[config.mk]
export PLATFORM = sky130hd
export DESIGN_NAME = rr_arbiter_8
export DESIGN_NICKNAME = d
export VERILOG_FILES = /design/src/rtl/rr_arbiter_8_pkg.sv /design/src/rtl/rr_arbiter_8_decoder.sv /design/src/rtl/rr_arbiter_8.sv
export SDC_FILE = /design/constraint.sdc
export NUM_CORES = 1
export LEC_CHECK = 0
export CAP_MARGIN = 0
export CELL_PAD_IN_SITES_DETAIL_PLACEMENT = 0
export CELL_PAD_IN_SITES_GLOBAL_PLACEMENT = 1
export CORE_ASPECT_RATIO = 0.7
export CORE_MARGIN = 2
export CORE_UTILIZATION = 38
export CTS_BUF_LIST = sky130_fd_sc_hd__clkbuf_8
export DETAILED_ROUTE_END_ITERATION = 16
export PLACE_DENSITY = 0.74
export SLEW_MARGIN = 20
export SYNTH_ARGS = -nofsm -noshare
export SYNTH_HDL_FRONTEND = slang
export SYNTH_SLANG_ARGS = --single-unit
[constraint.sdc]
create_clock -name clk -period 4.1 [get_ports clk]
set_clock_uncertainty 0.05 [all_clocks]
set_input_delay 1.025 -clock clk [delete_from_list [all_inputs] [get_ports clk]]
set_output_delay 1.025 -clock clk [all_outputs]
set_load 0.02 [all_outputs]
[src/rtl/rr_arbiter_8_pkg.sv]
// Shared definitions for the 8-way round-robin arbiter.
//   state_t       : FSM state encoding (IDLE = 0, GRANT = 1)
//   NUM_REQ/IDX_W : requester count and encoded index width
//   HOLD_CNT_W    : width of the per-grant hold counter
//   HOLD_MAX_MIN/HOLD_MAX_MAX : legal bounds of the HOLD_MAX parameter
package rr_arbiter_8_pkg;

  typedef enum logic {
    IDLE  = 1'b0,
    GRANT = 1'b1
  } state_t;

  localparam int unsigned NUM_REQ      = 8;
  localparam int unsigned IDX_W        = 3;
  localparam int unsigned HOLD_CNT_W   = 4;
  localparam int unsigned HOLD_MAX_MIN = 1;
  localparam int unsigned HOLD_MAX_MAX = 15;

endpackage

[src/rtl/rr_arbiter_8_decoder.sv]
// 3-to-8 one-hot decoder used to expand the arbiter's encoded winner.
//   a, b, c : select bits, a is the MSB
//   y       : one-hot output, y[{a,b,c}] = 1
module decoder_3to8 (
  input  logic       a,
  input  logic       b,
  input  logic       c,
  output logic [7:0] y
);

  always_comb begin
    y = '0;
    y[{a, b, c}] = 1'b1;
  end

endmodule

[src/rtl/rr_arbiter_8.sv]
// Round-robin arbiter sharing one resource among eight requesters.
//   HOLD_MAX  : max consecutive cycles one requester may hold the grant (1..15)
//   clk       : rising-edge clock
//   rst       : synchronous active-high reset
//   req       : level-sensitive request vector, req[i] is requester i
//   gnt       : one-hot grant, zero when no grant is active
//   gnt_valid : high while a grant is active
//   gnt_idx   : encoded winner index, meaningful while gnt_valid is high
module rr_arbiter_8
  import rr_arbiter_8_pkg::*;
#(
  parameter int unsigned HOLD_MAX = 4
) (
  input  logic                clk,
  input  logic                rst,
  input  logic [NUM_REQ-1:0]  req,
  output logic [NUM_REQ-1:0]  gnt,
  output logic                gnt_valid,
  output logic [IDX_W-1:0]    gnt_idx
);

  if (HOLD_MAX < HOLD_MAX_MIN || HOLD_MAX > HOLD_MAX_MAX) begin : g_bad_hold_max
    $error("rr_arbiter_8: HOLD_MAX must be within 1..15");
  end

  state_t                 state;
  logic [IDX_W-1:0]       ptr;
  logic [HOLD_CNT_W-1:0]  hold_cnt;

  logic [IDX_W-1:0]       search_start;
  logic [IDX_W-1:0]       win_idx;
  logic                   win_found;
  logic [IDX_W-1:0]       scan_idx;
  logic                   release_gnt;
  logic [NUM_REQ-1:0]     dec_y;

  // On release the pointer update and the search happen in the same cycle,
  // so the search starts from gnt_idx+1 directly rather than from ptr.
  assign search_start = (state == GRANT) ? gnt_idx + 1'b1 : ptr;

  always_comb begin
    win_found = 1'b0;
    win_idx   = '0;
    scan_idx  = '0;
    for (int unsigned k = 0; k < NUM_REQ; k++) begin
      scan_idx = search_start + IDX_W'(k);
      if (!win_found && req[scan_idx]) begin
        win_found = 1'b1;
        win_idx   = scan_idx;
      end
    end
  end

  assign release_gnt = !req[gnt_idx] || (hold_cnt == HOLD_CNT_W'(HOLD_MAX));

  always_ff @(posedge clk) begin
    if (rst) begin
      state     <= IDLE;
      gnt_valid <= 1'b0;
      gnt_idx   <= '0;
      ptr       <= '0;
      hold_cnt  <= '0;
    end else begin
      case (state)
        IDLE: begin
          if (win_found) begin
            gnt_idx   <= win_idx;
            hold_cnt  <= HOLD_CNT_W'(1);
            gnt_valid <= 1'b1;
            state     <= GRANT;
          end
        end
        GRANT: begin
          if (!release_gnt) begin
            hold_cnt <= hold_cnt + 1'b1;
          end else begin
            ptr <= gnt_idx + 1'b1;
            if (win_found) begin
              gnt_idx  <= win_idx;
              hold_cnt <= HOLD_CNT_W'(1);
            end else begin
              gnt_valid <= 1'b0;
              state     <= IDLE;
            end
          end
        end
        default: begin
          state     <= IDLE;
          gnt_valid <= 1'b0;
        end
      endcase
    end
  end

  decoder_3to8 u_dec (
    .a (gnt_idx[2]),
    .b (gnt_idx[1]),
    .c (gnt_idx[0]),
    .y (dec_y)
  );

  assign gnt = dec_y & {NUM_REQ{gnt_valid}};

endmodule

### Yosys cells after proc, flatten, opt, wreduce, memory -nomap -nowiden

Index checks and enable logic that the tools add are counted.

| storage, ports and cells | value |
|---|---|
| register bits after elaboration | 12 |
| input bits | 10 |
| output and inout port bits | 12 |
| logic and storage cells | 99 |

| operators by class | value |
|---|---|
| add/subtract/negate cells | 9 |
| order comparisons | 10 |
| eq/ne operators | 4 |
| muxes and demuxes | 50 |
| bitwise gates (word level) | 2 |
| reductions and logical operators | 19 |

Operators with widths:

| operator | count |
|---|---|
| $lt 3x4->1 const B | 9 |
| $mux 3 | 11 |
| $bmux 1 s3 | 9 |
| $mux 1 | 23 |
| $add 3x3->3 const B | 4 |
| $and 8x8->8 | 1 |
| $logic_and 1x1->1 | 8 |
| $logic_not 1->1 | 8 |
| $mux 4 | 2 |
| $pmux 4 s2 | 1 |
| $add 3x1->3 const B | 2 |
| $add 3x2->3 const B | 2 |
| $pmux 3 s2 | 1 |
| $add 4x1->4 const B | 1 |
| $eq 4x3->1 const B | 1 |
| $ne 2x2->1 const B | 2 |
| $pmux 1 s2 | 2 |
| $demux 1 s3 | 1 |
| $ge 3x1->1 const B | 1 |
| $reduce_and 3->1 | 1 |
| $ne 2x1->1 const B | 1 |
| $reduce_and 2->1 | 1 |
| $logic_or 1x1->1 | 1 |
| $not 1->1 | 1 |

### Logic depth before layout (Yosys ltp)

Gate-level depths: netlist of run 1.

| logic depth | value |
|---|---|
| depth after elaboration | 29 |
| depth in mapped cells | 15 |
| depth with buffers taken out | 13 |

### Modules after synthesis

Synthesis of run 1 repeated with hierarchy kept, for this count alone.

| second synthesis, totals | value |
|---|---|
| cell total of the unflattened synthesis | 237 |
| area total of the unflattened synthesis | 1861.8 um^2 |

Modules (own cells, without submodules):

| module | times used | cells an instance | area an instance (um^2) | seq. area each (um^2) |
|---|---|---|---|---|
| rr_arbiter_8 | 1 | 229 | 1796.7 | 240.2 |
| decoder_3to8 | 1 | 8 | 65.1 | 0.0 |

### Worst setup path after synthesis of run 1

Ideal clock, no wire load.

| path | value |
|---|---|
| kind | register -> register |
| start point | reg gnt_idx[0] |
| end point | reg gnt_idx[1] |
| library setup time | 60 ps |
| arrival time | 3361 ps |
| data required time | 3990 ps |
| path slack | 629 ps |
| stages on the path, launching flop included | 15 |
| path buffers | 2 |
| clock period less this slack | 3471 ps |
| cells stage by stage | dfxtp_1 ha_1 mux2i_4 inv_2 buf_2 ha_1 buf_1 mux2_2 o21ai_1 mux2i_4 nor2_8 nand2_4 or4_1 o211ai_2 a32o_1 |

| between the ends | value |
|---|---|
| word-level cells in the longest chain between the ends | 29 |
| elaborated cells between the ends (all ways) | 63 |
| classes of those cells | 8 x add/sub; 1 x eq/ne; 38 x mux; 16 x reduce/logical |

Ends and longest elaborated chain:

| item | line | text |
|---|---|---|
| from (decl) | rr_arbiter_8.sv:19 | `output logic [IDX_W-1:0] gnt_idx` |
| from (signal assigned) | rr_arbiter_8.sv:67 | `gnt_idx <= win_idx;` |
| from (signal assigned) | rr_arbiter_8.sv:79 | `gnt_idx <= win_idx;` |
| branches (longest 29 deep; another with $add 3x1->3) | - |  |

Parallel ways; which one is timed is not known. The select of a mux whose other input is x is not followed.
A chain may end at the register's enable or synchronous reset.

### Final worst setup path of run 1

| path | value |
|---|---|
| start point | reg gnt_idx[1] |
| end point | reg gnt_idx[2] |

Same word-level chain as after synthesis.

==> results of run 1 <==
[area by class of cell]
type,count,area share
clock buffers,4,0.02693
inverters,10,0.01836
multi-input cells,192,0.6787
flip-flops and latches,12,0.1175
well taps,55,0.03366
repair buffers,27,0.1248
[synth_stat cells (2+ instances only)]
cell type	instances
o21a_1	2
o2111ai_1	2
nor2_1	28
a21o_1	4
o211ai_1	2
nand2b_1	4
mux2i_1	11
a31oi_1	3
mux2i_4	2
a21oi_1	11
o32ai_1	2
ha_1	4
dfxtp_1	12
a211oi_1	6
a32o_1	2
nand2_1	23
o21ai_0	9
nand3_1	10
nor4_1	4
nor3b_1	3
o31ai_1	2
and3_1	5
a22oi_1	3
buf_4	3
a211oi_2	2
inv_2	2
nor3_1	9
mux4_2	5
mux2_2	6
a32oi_1	2
nand4_1	4
buf_2	4
buf_6	4
clkbuf_1	6
inv_1	8
o21ai_1	2
[state kept, by name (all words and copies together), names as in the netlist]
register	count
ptr	3
gnt_idx	3
hold_cnt	4
state	1
gnt_valid	1
[worst paths after layout]
path | from | end | slack, ps
min reg2reg | hold_cnt[3]$_SDFF_PP0_ | hold_cnt[3]$_SDFF_PP0_ | 430
max reg2reg | gnt_idx[1]$_SDFFE_PP0P_ | gnt_idx[2]$_SDFFE_PP0P_ | 370
min | hold_cnt[3]$_SDFF_PP0_ | hold_cnt[3]$_SDFF_PP0_ | 430
max | gnt_idx[1]$_SDFFE_PP0P_ | gnt_idx[2]$_SDFFE_PP0P_ | 370
[cells by family (layout without fill, tap and decap cells)]
family / count (synthesis) / count (layout)
adder cells (fa/ha/maj): 4 / 4
buffers and inverters: 28 / 41
multiplexers: 24 / 24
flip-flops: 12 / 12
XOR/XNOR: 4 / 4
AO/OA/AOI/OAI: 60 / 60
AND/OR/NAND/NOR: 100 / 100
[through the flow]
stage | worst slack, ps | hold WS (ps) | util | instances | instance area [sq um]
after global placement | 495.7 | 411.0 | 0.4509 | 296 | 1986
after floorplan | 628.7 | 399.6 | - | 232 | 1775
after CTS | 329.4 | 428.1 | 0.4634 | 300 | 2041
after detailed placement | 337.6 | 417.1 | 0.4509 | 296 | 1986
after global routing | 2.865 | 432.6 | 0.4642 | 300 | 2044
final | 367.4 | 434.7 | 0.4642 | 300 | 2044
[repair_timing]
item,in CTS,in global routing
resized for setup,0,1
buffers inserted,0,0
endpoints found under the setup margin,0,2
[worst max-delay path: stages, from the launching register on]
cell and delay (ps):
dfxtp_1 550, ha_1 370, mux2i_4 180, inv_2 150
ha_1 450, mux2_2 360, o21ai_1 350, mux2i_1 160
a21oi_1 270, nand4_1 220, nand2_1 200, a22oi_1 120
a211oi_1 220
[metal layers]
metal / GRT usage / up-vias / wire (microns)
li1: - / 890 / -
met1: 0.3374 / 878 / 2755
met2: 0.2768 / 68 / 2043
met3: 0.03887 / 2 / 339
met4: 0.03401 / 0 / 26
met5: 0 / - / 0
[power groups by stage]
stage / registers (mW) / clock network, mW / logic, mW
global route: 0.177 / 0.141 / 1.04
floorplan: 0.158 / 0 / 0.759
detailed placement: 0.175 / 0 / 0.932
finish: 0.174 / 0.134 / 0.950
CTS: 0.173 / 0.136 / 0.937
global placement: 0.176 / 0 / 0.944
==> reports/summary.txt, run 1 <==
outcome = complete, no violations
part of the power in combinational logic = 0.756
Ys Warns = 0
H-tree depth = 1
Data arrival, critical path = 3840 ps
CP Launch Type = register
CP max FO = 13
min Tclk post-route = 3733 ps
routed vias/inst = 6.127
area of the die = 5244 sq um
endpoints failing setup = 0
Slew Viols, Final = 0
Synth Area in Adders = 0.02819
Synth Area in Simple Gates = 0.2826
post-synthesis sequential area ratio = 0.1353
main combinational cell family by area after synthesis = simple AND/OR/NAND/NOR gates
Clock power frac = 0.106
vias in the first global route = 1595
fillcell total = 437
CTS tree = built
worst path required time = 4210 ps
Worst Hold Depth = 2
first-pass iteration count of the detailed router = 4
Initial Util = 0.4031
gr ovfl total = 0
Hold Vio Cnt, Final = 0
Rel. slew slack = 0.4986
setup TNS = 0 ps
net count after synthesis = 246
commonest non-fill, non-tap cell in the layout = nor2_1
# DRC = 0
mux contribution to synthesized area = 0.1889
CTS Buf Count = 3
CTS Buffer Depth = 2
Post-DP HPWL = 3.986 mm
Cell Int Power = 0.6109 mW
crit end category = register
register share of total power = 0.138
share of post-route cells with drive strength above 1 = 0.1469
fmax = 267.9 MHz
sw frac = 0.5139
net total in the final layout = 260
Synth Area in Compound Gates = 0.2452
Hold Path Class = reg -> reg
# diodes = 0
number of synthesized flops with an enable pin = 0
ys flop type = dfxtp_1
Reg2Reg Depth = 12
synthesis-to-layout area growth = 15.15%
mean routed wirelength per cell = 17.21 microns
Iter 0 DRT Violations = 157
GRT Util Overall = 0.2064
wire length after detailed routing = 5.164 mm
dominant cells by area after synthesis = dfxtp_1, mux4_2, mux2i_1
Final period util = 0.9104
Max IR drop VDD = 246.5 uV
total of max-cap violations = 0
Final ANT Viol Nets = 0
Multi-input gate area = 1388 sq um
GPL Wtd Cong = 0.8246
sw power = 0.6459 mW
synth unique cells = 57
first-pass GRT wire length = 8.424 mm
most frequent cells in the layout = nor2_1, nand2_1, clkdlybuf4s50_1
Via Count = 1838
total power = 1.257 mW
Worst Max-Slew Pin Slew = 752.1 ps
core area = 4404 sq um
clock latency at the later pin of the worst-skew pair = 240 ps
Hold-fix buffers, CTS = 0
largest net degree at the start of global routing = 14
Die Ht = 61.19 microns
syn_area_per_cell = 7.653 sq um
synthesized flop and latch total = 12
Mapped Area = 1775 sq um
root buffer cell = clkbuf_8
PwrDens = 614.7 nW/um^2
leading area contributor after synthesis = dfxtp_1
CTS sink count = 12
initial antenna violation count = 0
Post-synth ARST share = 0
leakage dissipation = 0.7846 nW
I/O pin total = 22
Sequential Area = 240.2 sq um
RSZ-0062 raised after global routing = no
buffers added on ports = 21
row count = 20
clk slew on worst S/H paths = 60 ps
top-area cell type share of the netlist area = 0.1353
die width = 85.70 microns
kind of critical path = reg -> reg
Synth Area in XOR/XNOR = 0.03453
post-synthesis instance total = 232
(Power assumes the default switching activity.)
==> inputs of run 2 (changes only) <==
CAP_MARGIN = unset   (was 0)
==> results of run 2 <==
Same layout as run 1: the final DEF is identical, and so are final timing and power.
